**src/rtl/phase_seq_if.sv**
```systemverilog
// Bundle of the phase-control side and the step-engine side of phase_seq.
// The master modport is the sequencer; the slave modport is its environment.
interface phase_seq_if #(
  parameter int N = 4,
  parameter int L = 8,
  parameter int K = 16
) ();
  localparam int BW = $clog2(K / N + 1);
  localparam int RW = $clog2(L * K / N + 2 * N + 1);

  logic          start;
  logic          abort;
  logic [BW-1:0] start_block;
  logic [BW-1:0] end_block;
  logic          busy;
  logic          done;
  logic          fail;
  logic [BW-1:0] steps_done;

  logic          step_start;
  logic          step_done;
  logic          step_fail;
  logic [BW-1:0] col_block;
  logic [RW-1:0] first_pass_rows;
  logic          functionA;

  modport master (
    input  start, abort, start_block, end_block, step_done, step_fail,
    output busy, done, fail, steps_done, step_start, col_block,
           first_pass_rows, functionA
  );

  modport slave (
    output start, abort, start_block, end_block, step_done, step_fail,
    input  busy, done, fail, steps_done, step_start, col_block,
           first_pass_rows, functionA
  );
endinterface

```
**src/rtl/phase_seq.sv**
```systemverilog
// Phase controller for the single-pass GF(x) systemizer: walks the step engine
// over the column-block window [start_block, end_block] with a per-step watchdog.
module phase_seq #(
  parameter int N       = 4,
  parameter int L       = 8,
  parameter int K       = 16,
  parameter int TIMEOUT = 0
) (
  input  logic           clk,
  input  logic           rst,
  phase_seq_if.master    bus
);
  localparam int BW = $clog2(K / N + 1);
  localparam int RW = $clog2(L * K / N + 2 * N + 1);
  localparam int TW = $clog2(TIMEOUT + 2);

  localparam logic [BW-1:0] NBLK    = BW'(K / N);
  localparam logic [RW-1:0] L_RW    = RW'(L);
  localparam logic [RW-1:0] N_RW    = RW'(N);
  localparam logic [TW-1:0] WD_LAST = TW'((TIMEOUT > 0) ? TIMEOUT - 1 : 0);
  localparam logic [TW-1:0] WD_MAX  = TW'(TIMEOUT);

  typedef enum logic {IDLE, WAIT} state_t;

  state_t        state_q, state_d;
  logic [BW-1:0] col_q, col_d;
  logic [BW-1:0] end_q, end_d;
  logic [BW-1:0] steps_q, steps_d;
  logic [RW-1:0] fpr_q, fpr_d;
  logic          fa_q, fa_d;
  logic          fail_q, fail_d;
  logic          done_q, done_d;
  logic          sstart_q, sstart_d;
  logic [TW-1:0] wd_q, wd_d;

  logic          window_ok;
  logic [RW-1:0] fpr_calc;

  assign window_ok = (bus.start_block <= bus.end_block) && (bus.end_block < NBLK);
  // L*sb + L never falls below N*sb for a legal window, so the subtraction stays positive.
  assign fpr_calc  = L_RW * RW'(bus.start_block) + L_RW - N_RW * RW'(bus.start_block);

  // NOTE: every next-state value gets a default first so no path can infer a latch.
  always_comb begin
    state_d  = state_q;
    col_d    = col_q;
    end_d    = end_q;
    steps_d  = steps_q;
    fpr_d    = fpr_q;
    fa_d     = fa_q;
    fail_d   = fail_q;
    wd_d     = wd_q;
    done_d   = 1'b0;
    sstart_d = 1'b0;

    case (state_q)
      IDLE: begin
        if (bus.start && !bus.abort) begin
          if (window_ok) begin
            state_d  = WAIT;
            col_d    = bus.start_block;
            end_d    = bus.end_block;
            steps_d  = '0;
            fpr_d    = fpr_calc;
            fa_d     = 1'b1;
            fail_d   = 1'b0;
            sstart_d = 1'b1;
            wd_d     = '0;
          end else begin
            fail_d = 1'b1;
          end
        end
      end
      WAIT: begin
        if (bus.abort) begin
          state_d = IDLE;
        end else if (bus.step_done) begin
          steps_d = steps_q + BW'(1);
          fa_d    = 1'b0;
          if (bus.step_fail) begin
            fail_d  = 1'b1;
            state_d = IDLE;
          end else if (col_q == end_q) begin
            done_d  = 1'b1;
            state_d = IDLE;
          end else begin
            col_d    = col_q + BW'(1);
            sstart_d = 1'b1;
            wd_d     = '0;
          end
        end else if (TIMEOUT > 0) begin
          // The counter parks at TIMEOUT once it fires and never wraps.
          if (wd_q >= WD_LAST) begin
            wd_d    = WD_MAX;
            fail_d  = 1'b1;
            state_d = IDLE;
          end else begin
            wd_d = wd_q + TW'(1);
          end
        end
      end
    endcase
  end

  // NOTE: sequential state uses non-blocking assignments so all registers update together.
  always_ff @(posedge clk or negedge rst) begin
    if (!rst) begin
      state_q  <= IDLE;
      col_q    <= '0;
      end_q    <= '0;
      steps_q  <= '0;
      fpr_q    <= '0;
      fa_q     <= 1'b0;
      fail_q   <= 1'b0;
      done_q   <= 1'b0;
      sstart_q <= 1'b0;
      wd_q     <= '0;
    end else begin
      state_q  <= state_d;
      col_q    <= col_d;
      end_q    <= end_d;
      steps_q  <= steps_d;
      fpr_q    <= fpr_d;
      fa_q     <= fa_d;
      fail_q   <= fail_d;
      done_q   <= done_d;
      sstart_q <= sstart_d;
      wd_q     <= wd_d;
    end
  end

  assign bus.busy            = (state_q == WAIT);
  assign bus.done            = done_q;
  assign bus.fail            = fail_q;
  assign bus.steps_done      = steps_q;
  assign bus.step_start      = sstart_q;
  assign bus.col_block       = col_q;
  assign bus.first_pass_rows = fpr_q;
  assign bus.functionA       = fa_q;
endmodule
```
**src/flat_wrapper.sv**
```systemverilog
// flat-port wrapper written by rule: the top's interface ports become plain ports
module phase_seq_flat 
#(
  parameter int N       = 4,
  parameter int L       = 8,
  parameter int K       = 16,
  parameter int TIMEOUT = 0
)
  (clk, rst, bus_start, bus_abort, bus_start_block, bus_end_block, bus_step_done, bus_step_fail, bus_busy, bus_done, bus_fail, bus_steps_done, bus_step_start, bus_col_block, bus_first_pass_rows, bus_functionA);
  phase_seq_if #(.N(N), .L(L), .K(K)) bus_i ();
  input  logic clk;
  input  logic rst;
  input wire logic [$bits(bus_i.start)-1:0] bus_start;
  input wire logic [$bits(bus_i.abort)-1:0] bus_abort;
  input wire logic [$bits(bus_i.start_block)-1:0] bus_start_block;
  input wire logic [$bits(bus_i.end_block)-1:0] bus_end_block;
  input wire logic [$bits(bus_i.step_done)-1:0] bus_step_done;
  input wire logic [$bits(bus_i.step_fail)-1:0] bus_step_fail;
  output wire logic [$bits(bus_i.busy)-1:0] bus_busy;
  output wire logic [$bits(bus_i.done)-1:0] bus_done;
  output wire logic [$bits(bus_i.fail)-1:0] bus_fail;
  output wire logic [$bits(bus_i.steps_done)-1:0] bus_steps_done;
  output wire logic [$bits(bus_i.step_start)-1:0] bus_step_start;
  output wire logic [$bits(bus_i.col_block)-1:0] bus_col_block;
  output wire logic [$bits(bus_i.first_pass_rows)-1:0] bus_first_pass_rows;
  output wire logic [$bits(bus_i.functionA)-1:0] bus_functionA;
  assign bus_i.start = bus_start;
  assign bus_i.abort = bus_abort;
  assign bus_i.start_block = bus_start_block;
  assign bus_i.end_block = bus_end_block;
  assign bus_i.step_done = bus_step_done;
  assign bus_i.step_fail = bus_step_fail;
  assign bus_busy = bus_i.busy;
  assign bus_done = bus_i.done;
  assign bus_fail = bus_i.fail;
  assign bus_steps_done = bus_i.steps_done;
  assign bus_step_start = bus_i.step_start;
  assign bus_col_block = bus_i.col_block;
  assign bus_first_pass_rows = bus_i.first_pass_rows;
  assign bus_functionA = bus_i.functionA;
  phase_seq #(.N(N), .L(L), .K(K), .TIMEOUT(TIMEOUT)) u_core (.clk(clk), .rst(rst), .bus(bus_i));
endmodule
```
**config.mk**
```make
export PLATFORM = sky130hd
export DESIGN_NAME = phase_seq_flat
export DESIGN_NICKNAME = d
export VERILOG_FILES = /design/src/rtl/phase_seq_if.sv /design/src/rtl/phase_seq.sv /design/src/flat_wrapper.sv
export SDC_FILE = /design/constraint.sdc
export NUM_CORES = 1
export LEC_CHECK = 0
export CAP_MARGIN = 20
export CORE_UTILIZATION = 41
export CTS_BUF_LIST = sky130_fd_sc_hd__clkbuf_4
export DETAILED_ROUTE_END_ITERATION = 10
export PLACE_DENSITY = 0.83
export SYNTH_ARGS = -nofsm -noshare
export SYNTH_HDL_FRONTEND = slang
export SYNTH_SLANG_ARGS = --single-unit
```
**constraint.sdc**
```tcl
create_clock -name clk -period 4 [get_ports clk]
set_clock_uncertainty 0.2 [all_clocks]
set_input_delay 0.6 -clock clk [delete_from_list [all_inputs] [get_ports clk]]
set_output_delay 0.6 -clock clk [all_outputs]
set_load 0.03 [all_outputs]
```
==> summary.md, run 1 <==
| Metric | Value |
|---|---|
| Layout cell share with drive strength beyond 1 | `10.4%` |
| Postcts setup bufs | `0` |
| Levels on crit path | `1` |
| Result of the run | `complete, no violations` |
| Pin count of the biggest net entering global routing | `20` |
| Crit path capture type | `output port` |
| Num CTS Buffers | `3` |
| Post-cts gate resize count | `0` |
| # DRC | `0` |
| EDFF count, synth | `0` |
| Worst reg2reg path depth | `5` |
| PwrDens | `510 nW/µm²` |
| Top delay family on crit path | `buffers and inverters` |
| Yosys cell types | `32` |
| Fmax | `0.418 GHz` |
| Final nets | `134` |
| Endpoints failing hold | `0` |
| Initial antenna violation count | `0` |
| RSZ-0062 raised after global routing | `false` |
| Total die area | `2480 µm²` |
| Post-synth top area share | `48.1%` |
| Vias in the first global route | `667` |
| Placement Rows | `16` |
| WL/cell | `12.5 µm` |
| Via count | `706` |
| Buffers & Inverters on Critical Path | `1` |
| Reg clk slew, reported paths | `0.10 ns` |
| Synth top cells by count | `dfrtp_1 (18), nand2_1 (10), o21ai_0 (8), ha_1 (6), nand3_1 (6)` |
| Critical path fanouts, max | `11` |
| Starting Density | `45.4%` |
| Syn. warnings | `0` |
| Max transition margin | `48.5%` |
| Setup crit start kind | `register` |
| Detailed Place HPWL | `1.41 mm` |
| Final setup violating endpoints | `0` |
| Max VDD drop | `0.000363 V` |
| Root buffer cell | `clkbuf_4` |
| Leakage | `0.000585 µW` |
| Crit-path slowest cell | `clkdlybuf4s50_1` |
| Total grt overflow | `0` |
| Area Overhead vs Synth | `31.6%` |
| Core ar. | `2060 µm²` |
| CTS tree | `done` |
| Sequential area share after synthesis | `48.1%` |
| Setup TNS | `0 ns` |
| Routed wire length | `1.77 mm` |
| Worst R2R Setup Slack | `1.99 ns` |
| Minimum clock period | `2.39 ns` |
| Final Slew Violations | `0` |
| Total iterations of the first detailed-routing run | `4` |
| Clk Latency, worst-skew pair | `0.29 ns` |
| H-tree depth | `1` |
| 1st-iter DRT viols | `4` |
| Final ANT Viol Nets | `0` |
| Top-count cell post-synth | `dfrtp_1` |
| Post-CTS Hold Buffers | `0` |
| Reg2reg start | `u_core.bus.busy` |
| Die height | `49.8 µm` |
| # port buffers | `26` |
| ANT cells | `0` |
| Crit path launch | `u_core.bus.busy` |
| Post-synth top area cell | `dfrtp_1` |
| Fraction of registers with async set/reset | `100%` |
| Crit Path Category | `register to output port` |
| Average instance area after synthesis | `10.6 µm²` |
| Syn Inst Count | `88` |
| Max-Cap Viols | `0` |
| Max incr delay on CP | `0.74 ns` |
| Area contributors post-synth | `dfrtp_1 (48%), ha_1 (8.0%), o21ai_0 (4.3%)` |
| HP Class | `register to register` |
| Synthesized area | `937 µm²` |
| Synth Register Bits | `18` |
| # IOs | `29` |
| Crit-path cells | `clkdlybuf4s50_1` |
| Synth Flop Type | `dfrtp_1` |
| RR Endpoint | `u_core.bus.col_block[0]` |
| Die X | `49.8 µm` |
| Crit path to | `bus_busy` |
| WHS | `0.298 ns` |
| Crit path DAT | `1.59 ns` |
| DR vias/cell | `4.97` |
| Placer congestion estimate | `0.861` |
| Worst-margin pin slew | `0.770 ns` |
| CTS sink cnt | `18` |
| Tcrit/Tclk final | `59.8%` |
| CTS max path bufs | `2` |
| Global-route wire length before repair | `3.09 mm` |
| All-Layer GR Usage | `16.9%` |
| Crit path required time | `3.20 ns` |
==> report_power, final <==
group	internal [µW]	total, µW	switching, µW
combinational	127	271	143
sequential	226	268	42.4
clock	36.3	90.2	53.9
==> layout by cell type (no fill, tap or decap), types with 2 or more instances in the layout <==
cell type,instances
dfrtp_1,18
mux2_2,3
o21ai_0,7
nor3_1,2
a211oi_1,2
ha_1,6
clkdlybuf4s50_1,26
conb_1,2
clkbuf_4,3
nand2b_1,2
nand2_1,10
xor2_1,3
inv_1,5
nand3_1,6
mux2i_1,2
==> per-layer routing <==
layer,vias up,track usage [%],routed length (µm)
li1,355,-,-
met1,331,21.3,821
met2,18,27.9,861
met3,2,3.40,64
met4,0,7.14,21
met5,-,0,0
==> stage by stage <==
step                util (%)  power [µW]  std cells  setup WS, ns  instance area, µm²
CTS                     59.8         635        142          1.59                1230
floorplan                  -         427         89          1.87                 941
global placement        58.6         536        138          1.37                1210
global route            59.8         669        142          1.51                1230
finish                  59.8         629        142          1.61                1230
detailed placement      58.6         546        138          1.30                1210
==> sequential cells by signal, summed over array words and instances, names as in the netlist <==
signal	cells
u_core.bus.first_pass_rows	4
u_core.bus.functionA	1
u_core.bus.col_block	3
u_core.bus.steps_done	3
u_core.bus.done	1
u_core.bus.busy	1
u_core.bus.step_start	1
u_core.end_q	3
u_core.bus.fail	1
==> area by class of cell <==
type,count,area [µm²]
tap,27,33.8
timing repair buffer,27,268
fill,187,828
sequential,18,450
clock buffer,3,22.5
clock inverter,1,3.75
multi-input combinational,61,437
inverter,5,18.8
==> worst min path at each step <==
stage	from	endpoint	cells after the start
2_1_floorplan	rst	u_core.bus.busy	0
3_3_place_gp	u_core.bus.functionA	u_core.bus.functionA	2
3_5_place_dp	u_core.bus.fail	u_core.bus.fail	1
4_1_cts	u_core.bus.fail	u_core.bus.fail	1
5_1_grt	u_core.bus.first_pass_rows[2]	u_core.bus.first_pass_rows[2]	2
6_report	u_core.bus.fail	u_core.bus.fail	1
==> cell families (layout without fill, tap and decap cells) <==
family	after synthesis	after routing	synth area share, %
AOI/OAI and AO/OA	15	15	10.0
xor gates and xnor gates	3	3	2.80
adders and majority gates	6	6	8.01
buffers and inverters	10	36	5.74
DFF	18	18	48.1
muxes	6	6	7.34
other	1	2	0.400
and+or+nand+nor	29	29	17.6
Note: power is estimated with default switching activity, not from simulation.
==> run 2: changes to the inputs <==
Clock period 4 ns to 2.41 ns, I/O delays scaled along.
==> summary.md, run 2 (synthesis gave the netlist of run 1 again) <==
| Metric | Value |
|---|---|
| RR Endpoint | `u_core.bus.col_block[0]` |
| H-tree depth | `1` |
| Final ANT Viol Nets | `0` |
| Placement Setup Slack | `0.00379 ns` |
| Sw Ratio | `38.2%` |
| CTS sink cnt | `18` |
| Flop pwr share | `42.6%` |
| Post-cts gate resize count | `0` |
| Die X | `49.8 µm` |
| Total iterations of the first detailed-routing run | `4` |
| Clk Latency, worst-skew pair | `0.29 ns` |
| Commonest non-fill, non-tap cell in the layout | `clkdlybuf4s50_1` |
| Layout cell share with drive strength beyond 1 | `13.4%` |
| Clock power share | `14.2%` |
| Util after Layout | `61.3%` |
| Area Overhead vs Synth | `34.8%` |
| CTS tree | `done` |
| Starting Density | `45.4%` |
| Max reg flops | `4` |
| Most frequent cells in the layout | `clkdlybuf4s50_1 (26), dfrtp_1 (18), nand2_1 (10)` |
| # port buffers | `26` |
| Critical path fanouts, max | `11` |
| Global-route wire length before repair | `3.08 mm` |
| Result of the run | `complete, no violations` |
| # IOs | `29` |
| Reg2reg start | `u_core.bus.busy` |
| RSZ-0062 raised after global routing | `false` |
| 1st-iter DRT viols | `6` |
| Buffers & Inverters on Critical Path | `1` |
| Final setup violating endpoints | `0` |
| WHS | `0.186 ns` |
| Levels on crit path | `1` |
| Routed wire length | `1.81 mm` |
| Leakage | `0.000604 µW` |
| DR vias/cell | `4.99` |
| Top delay family on crit path | `buffers and inverters` |
| Worst R2R Setup Slack | `0.39 ns` |
| PwrDens | `829 nW/µm²` |
| Tcrit/Tclk final | `88.7%` |
| Die height | `49.8 µm` |
| Pin count of the biggest net entering global routing | `19` |
| Crit path capture type | `output port` |
| Final nets | `138` |
| Num CTS Buffers | `3` |
| Endpoints failing hold | `0` |
| Tot Pwr | `1050 µW` |
| Logic pwr share | `43.2%` |
| Vias in the first global route | `731` |
| Placement Rows | `16` |
| Minimum clock period | `2.14 ns` |
| Postcts setup bufs | `0` |
| Final Slew Violations | `0` |
| HP Class | `input pin to asynchronous set/reset pin` |
| Post-CTS Hold Buffers | `0` |
| Crit path DAT | `1.58 ns` |
| CTS max path bufs | `2` |
| Crit-path slowest cell | `clkdlybuf4s50_1` |
| Total grt overflow | `0` |
| Placer congestion estimate | `0.765` |
| Worst reg2reg path depth | `5` |
| Final setup margin | `0.273 ns` |
| Reg clk slew, reported paths | `0.10 ns` |
| ANT cells | `0` |
| All-Layer GR Usage | `16.8%` |
| Initial antenna violation count | `0` |
| Core ar. | `2060 µm²` |
| Detailed Place HPWL | `1.45 mm` |
| Max-Cap Viols | `0` |
| Root buffer cell | `clkbuf_4` |
| Max incr delay on CP | `0.74 ns` |
| # DRC | `0` |
| Setup TNS | `0 ns` |
| Total die area | `2480 µm²` |
| Crit Path Category | `register to output port` |
| WL/cell | `12.4 µm` |
| Internal power | `648 µW` |
| Crit-path cells | `clkdlybuf4s50_1` |
| Max VDD drop | `0.000492 V` |
| Setup crit start kind | `register` |
| Crit path required time | `1.85 ns` |
| Via count | `729` |
| Sw power | `400 µW` |
| Fmax | `0.468 GHz` |
run 2: changes by cell type in the layout (fill, tap and decap cells not counted), sizes merged:
| cell | previous run | this run |
|---|---|---|
| buf | 1 | 5 |
run 2: how the worst max path moves through the flow:
stage | startpoint | endpoint | slack [ns]
final | u_core.bus.busy | bus_busy | 0.27
after global routing | u_core.bus.busy | bus_busy | 0.20
after floorplan | u_core.bus.busy | u_core.bus.col_block[0] | 0.38
after global placement | bus_end_block[2] | u_core.end_q[0] | 0.04
after detailed placement | bus_end_block[2] | u_core.bus.first_pass_rows[5] | 0.004
after CTS | u_core.bus.busy | bus_busy | 0.25
run 2: cell type report:
class | count | area (µm²)
multi-input combinational | 61 | 437
inverter | 5 | 18.8
clock buffer | 3 | 22.5
tap | 27 | 33.8
clock inverter | 1 | 3.75
fill | 181 | 798
timing repair buffer | 31 | 298
sequential | 18 | 450
run 2: power groups by stage:
stage / clock network (µW) / logic [µW] / registers, µW
final: 149 / 453 / 446
after global routing: 171 / 487 / 457
after CTS: 157 / 456 / 446
after detailed placement: 0 / 454 / 452
after global placement: 0 / 443 / 450
after floorplan: 0 / 143 / 565
run 2: through the flow:
stage | area [µm²] | std cells
detailed placement | 1240 | 142
finish | 1260 | 146
global placement | 1240 | 142
global route | 1260 | 146
floorplan | 941 | 89
CTS | 1260 | 146
run 2: routing by layer:
| metal | vias up | global-route usage [%] | wire length (µm) |
|---|---|---|---|
| li1 | 357 | - | - |
| met1 | 348 | 20.0 | 787 |
| met2 | 22 | 29.3 | 932 |
| met3 | 2 | 1.85 | 74 |
| met4 | 0 | 9.05 | 15 |
| met5 | - | 0 | 0 |
